### src/rtl/mux_n_scan.sv
// N-channel registered mux: manual select or timed round-robin scan.
// Every output is registered; scan position restarts at channel 0 on manual/reset.
module mux_n_scan #(
   parameter int WIDTH = 8,
   parameter int CH    = 4,
   parameter int DWELL = 4,
   localparam int SELW = (CH > 2) ? $clog2(CH) : 1
) (
   input  logic                clk,
   input  logic                rst,
   input  logic [CH*WIDTH-1:0] din,
   input  logic [SELW-1:0]     sel,
   input  logic                mode,
   input  logic                en,
   output logic [WIDTH-1:0]    dout,
   output logic [SELW-1:0]     ch_out,
   output logic                vld,
   output logic                wrap
);

   localparam int CNTW = (DWELL > 1) ? $clog2(DWELL) : 1;
   localparam logic [SELW:0]   CH_W   = (SELW+1)'(CH);
   localparam logic [SELW-1:0] PTR_LAST = SELW'(CH - 1);
   localparam logic [CNTW-1:0] CNT_LAST = CNTW'(DWELL - 1);

   logic [SELW-1:0]  ptr;
   logic [CNTW-1:0]  cnt;
   logic [WIDTH-1:0] man_data;
   logic [WIDTH-1:0] scan_data;
   logic             sel_ok;
   logic             cnt_last;
   logic             ptr_last;

   // Loop mux keeps out-of-range selects from ever indexing past din.
   always_comb begin
      man_data  = '0;
      scan_data = '0;
      for (int k = 0; k < CH; k++) begin
         if (sel == SELW'(k)) man_data  = din[k*WIDTH +: WIDTH];
         if (ptr == SELW'(k)) scan_data = din[k*WIDTH +: WIDTH];
      end
   end

   assign sel_ok   = {1'b0, sel} < CH_W;
   assign cnt_last = (cnt == CNT_LAST);
   assign ptr_last = (ptr == PTR_LAST);

   always_ff @(posedge clk) begin
      if (rst) begin
         dout   <= '0;
         ch_out <= '0;
         vld    <= 1'b0;
         wrap   <= 1'b0;
         ptr    <= '0;
         cnt    <= '0;
      end else begin
         vld  <= 1'b0;
         wrap <= 1'b0;
         if (!mode) begin
            ptr <= '0;
            cnt <= '0;
         end
         if (en) begin
            if (!mode) begin
               if (sel_ok) begin
                  dout   <= man_data;
                  ch_out <= sel;
                  vld    <= 1'b1;
               end
            end else begin
               dout   <= scan_data;
               ch_out <= ptr;
               vld    <= 1'b1;
               if (cnt_last) begin
                  cnt  <= '0;
                  ptr  <= ptr_last ? '0 : ptr + 1'b1;
                  wrap <= ptr_last;
               end else begin
                  cnt <= cnt + 1'b1;
               end
            end
         end
      end
   end

endmodule

### config.mk
export PLATFORM = sky130hd
export DESIGN_NAME = mux_n_scan
export DESIGN_NICKNAME = d
export VERILOG_FILES = /design/src/rtl/mux_n_scan.sv
export SDC_FILE = /design/constraint.sdc
export NUM_CORES = 1
export LEC_CHECK = 0
export ABC_AREA = 1
export BUFFER_PORTS_ARGS = -buffer_cell sky130_fd_sc_hd__buf_2
export CORE_AREA = 2 2 42 83
export CTS_CLUSTER_SIZE = 20
export DETAILED_ROUTE_END_ITERATION = 8
export DIE_AREA = 0 0 44 85
export PLACE_DENSITY = 0.79
export SKIP_LAST_GASP = 1
export SLEW_MARGIN = 10
export SYNTH_ARGS = -nofsm -noshare
export SYNTH_HDL_FRONTEND = slang
export SYNTH_SLANG_ARGS = --single-unit
### constraint.sdc
create_clock -name clk -period 1.5 [get_ports clk]
set_clock_uncertainty 0.1 [all_clocks]
set_input_delay 0.15 -clock clk [delete_from_list [all_inputs] [get_ports clk]]
set_output_delay 0.15 -clock clk [all_outputs]
set_load 0.01 [all_outputs]
---- After elaboration in Yosys (flattened, before gate mapping) ----
Cells that the tools add are included.
storage, ports and cells
  flip-flop bits (word level) ............. 16
  bits of input ports ..................... 38
  output and inout bits ................... 12
  word-level logic and storage cells ...... 41
cells by class
  add/subtract/negate cells ............... 2
  equality and inequality tests ........... 7
  multiplexer cells ....................... 20
  bitwise logic cells ..................... 3
  reductions and logical operators ........ 3
operators by type and width
  kind                                                             count
  8-bit two-way mux                                                9
  2-bit two-way mux                                                10
  2-bit == test, second input constant                             5
  2-bit by 1-bit adder with 2-bit output, second input constant    2
  2-bit by 1-bit == test with 1-bit output, second input constant  2
  2-bit logical NOT                                                2
  4-bit OR reduction                                               1
  1-bit inverter                                                   3
  1-bit two-way mux                                                1

---- Longest topological paths before layout ----
  depth in word-level cells ............... 6
  mapped depth ............................ 9
  depth with buffers taken out ............ 9

---- Worst setup path before layout ----
Ideal clock, no wire load.
  path type ............................... reg2reg
  from .................................... register ptr[0]
  to ...................................... register dout[2]
  library setup time ...................... 0.070 ns
  data arrival time ....................... 1.171 ns
  required time ........................... 1.330 ns
  setup slack ............................. 0.160 ns
  stages on the path, launching flop included .. 9
  path buffers ............................ 1
  clock period less this slack ............ 1.340 ns
  cells stage by stage .................... dfxtp_1 -> inv_1 -> ha_1 -> buf_2 -> inv_1 -> nand2_1 -> nand2_1 -> nand2_1 -> a21oi_1
between the ends
  word-level cells in the longest chain between the ends .. 6
  elaborated cells between the ends (all ways) .. 9
  those cells by class .................... eq/ne (3); mux (5); reduce/logical (1)
RTL lines
  item                            line  text
  from (decl)                     26    logic [SELW-1:0] ptr;
  from (signal assigned)          76    ptr <= ptr_last ? '0 : ptr + 1'b1;
  2-bit logical NOT               40    if (ptr == SELW'(k)) scan_data = din[k*WIDTH +: WIDTH];
  8-bit two-way mux (3 in a row)  40
  8-bit two-way mux (*)           40
  8-bit two-way mux (*)           64    if (!mode) begin
  to (signal assigned)            66    dout <= man_data;
  to (signal assigned)            71    dout <= scan_data;
  to (decl)                       15    output logic [WIDTH-1:0] dout,
Mark *: on every way between the ends. The rest lies on a longest branch, timed or not.
A chain may end at the register's enable or synchronous reset.

---- Worst setup path in the final report ----
  from .................................... register ptr[1]
  to ...................................... register dout[2]
The elaborated chain is that of the path after synthesis.

==> flow_summary_export.csv <==
group,metric,value,unit
sta,rsz0062_at_grt,"no",
min_path,worstHoldPathType,"in2reg",
logic_synthesis,synth_seq_area_share,25.7,%
cells_and_area,diodes,0,
critical_path,required,1.58,ns
logic_synthesis,synth_nets,263,
critical_path,cp.arrival,1.43,ns
sta,fmax,0.738,GHz
routing,drt_wl_total,3620,um
logic_synthesis,synth_top_area_share,25.7,%
power,leakage,0.863,nW
clocking,cts_buffer_depth,2,
logic_synthesis,synth_cells,220,
min_path,hold_start,"rst",
clocking,h-tree-depth,1,
cells_and_area,fin_util,51.0,%
floorplanning,initial_core_util,40.0,%
sta,final.min_clock_period,1.36,ns
clocking,cts_inserted_buffers,3,
global_routing,grt.total_usage,21.2,%
clocking,cts-root-buf,"clkbuf_8",
outcome,status,"finished clean",
clocking,clk_pin_slew,0.06,ns
critical_path,r2r_start,"ptr[1]",
routing,met3_wirelength,197,um
routing,routed.top_layer,"met4",
placed_design,gp_congestion,0.906,
floorplanning,dieWidth,44,um
cells_and_area,syn2layout_area_growth,27.5,%
floorplanning,die_h,85,um
sta,drv_slew,0,
logic_synthesis,synth.avg_cell_area,5.67,sq um
floorplanning,rows,29,
sta,period_share,90.4,%
power,p_total,1.09,mW
critical_path,crit_type,"reg2reg",
routing,firstDrtPassIters,4,
cells_and_area,fill_cells,361,
routing,wl_met2,1960,um
sta,worstMarginPinSlew,0.339,ns
logic_synthesis,yosys.area_share.adder,5.02,%
cells_and_area,finalNetCount,313,
cells_and_area,seq_area,323,sq um
routing,via_per_inst,5.09,
routing,first_iter_violations,32,
floorplanning,boundaryPins,50,
clocking,clock_latency,0.25,ns
global_routing,grt_pass1_vias,1472,
placed_design,port_buffers,49,
cells_and_area,layout_common_cells,"nand2_1 (82), buf_2 (49), a21oi_1 (27)",
routing,avgRoutedWirePerCell,12.1,um
logic_synthesis,synth.area.top_cells,"dfxtp_1 (26%), nand2_1 (25%), a21oi_1 (11%)",
logic_synthesis,synth-simple-area-share,39.8,%
global_routing,grt_max_degree,17,
cells_and_area,final_common_cell,"nand2_1",
global_routing,grt_pass1_wl,6240,um
critical_path,crit_path_end_kind,"flip-flop",
power,power-per-cell-area,686,nW/um^2
floorplanning,dieArea,3740,sq um
job,cap_violations,0,
critical_path,cp_max_fo,4,
logic_synthesis,synth_warnings,0,
logic_synthesis,synth_top_family_by_area,"simple AND/OR/NAND/NOR gates",
logic_synthesis,synth.ff_latch_count,16,
routing,ant_nets,0,
clocking,cts_hold_buf,0,
logic_synthesis,synth_area,1250,sq um
sta,setup_viol,0,
floorplanning,core_area,3120,sq um
cells_and_area,multi_input_area,818,sq um
sta,hold_viol_final,0,
logic_synthesis,synth_compound_area_share,20.2,%
logic_synthesis,netlist-cell-type-count,17,
routing,wl_met1,1380,um
clocking,cts_setup_buffers,0,
global_routing,grt_overflow_total,0,
logic_synthesis,synth.mux.area_fraction,0,%
placed_design,hpwlAfterDp,2960,um
routing,drc,0,
logic_synthesis,yosysTopAreaCell,"dfxtp_1",
power,irDropWorstVdd,564,uV
sta,maxSlewHeadroom,77.4,%
cells_and_area,drive_above_1_share,24.9,%
logic_synthesis,synth_xor_area_share,0,%
critical_path,startpoint,"ptr[1]",
clocking,cts_sinks,16,
clocking,cts_tree,"built",
routing,num_vias,1527,
critical_path,cp-start-kind,"flip-flop",
global_routing,antenna_found_initial,0,
-- cell usage after synthesis --
library cell  number
clkinv_1           1
nand3_1           17
ha_1               5
inv_1             14
o21ai_0           20
o21a_1             1
a221oi_1           1
nor2_2             1
nand2_1           82
nor3_1             3
buf_2              6
nor2_1            22
buf_6              1
a21oi_1           27
buf_4              2
inv_2              1
dfxtp_1           16
-- where the power goes --
part	internal, mW	leakage [nW]	switching (mW)	total, mW
clock network	0.233	0.0288	0.149	0.382
registers	0.448	0.133	0.0113	0.459
logic	0.103	0.702	0.148	0.251
total	0.784	0.863	0.308	1.09
-- metrics by stage --
stage               setup TNS (ns)  instances  hold WS, ns  worst slack, ns  cell area, sq um
finish                           0        300       0.0238            0.144              1590
detailed placement         -0.0127        296        0.290          -0.0127              1530
CTS                              0        300       0.0296           0.0315              1580
floorplan                        0        220        0.119            0.160              1250
global route                     0        300       0.0373           0.0156              1590
global placement                 0        296        0.288           0.0833              1530
-- cell families after synthesis --
kind of cell,after synthesis
and+or+nand+nor,125
buffers and inverters,25
adders and majority gates,5
DFF,16
AOI/OAI and AO/OA,49
-- flip-flops by register name (all words and copies together) (netlist names) --
signal / cells
cnt: 2
ptr: 2
vld: 1
wrap: 1
ch_out: 2
dout: 8
-- timing repair --
| action | CTS | global route |
|---|---|---|
| hold endpoints to repair | 0 | 0 |
| gates resized for setup | 1 | 6 |
| endpoints found under the setup margin | 1 | 8 |
-- area by class of cell --
cell class,instances,area share [%]
clock buffer,4,3.46
multi-input combinational,179,51.5
inverter,16,3.78
sequential,16,20.3
timing repair buffer,54,18.6
tap,31,2.44
-- final timing paths --
| kind | to | slack [ns] | cells past startpoint |
|---|---|---|---|
| max | dout[2] | 0.14 | 9 |
| min | ch_out[0] | 0.02 | 2 |
| max reg2reg | dout[2] | 0.14 | 9 |
| min reg2reg | ch_out[0] | 0.36 | 2 |
-- critical path, stage by stage, from the launching register on --
cell and delay, ns:
dfxtp_2 0.34, inv_1 0.08, ha_2 0.23, buf_4 0.14
nand2_1 0.04, nand2_1 0.06, nand2_1 0.04, nand2_1 0.06
nand2_1 0.04, a21oi_1 0.15
-- metal layers --
layer | up-vias | GRT usage (%)
li1 | 811 | -
met1 | 655 | 23.5
met2 | 52 | 39.6
met3 | 9 | 1.91
met5 | - | 0
met4 | 0 | 7.44
Power figures use the tool's default switching activity.
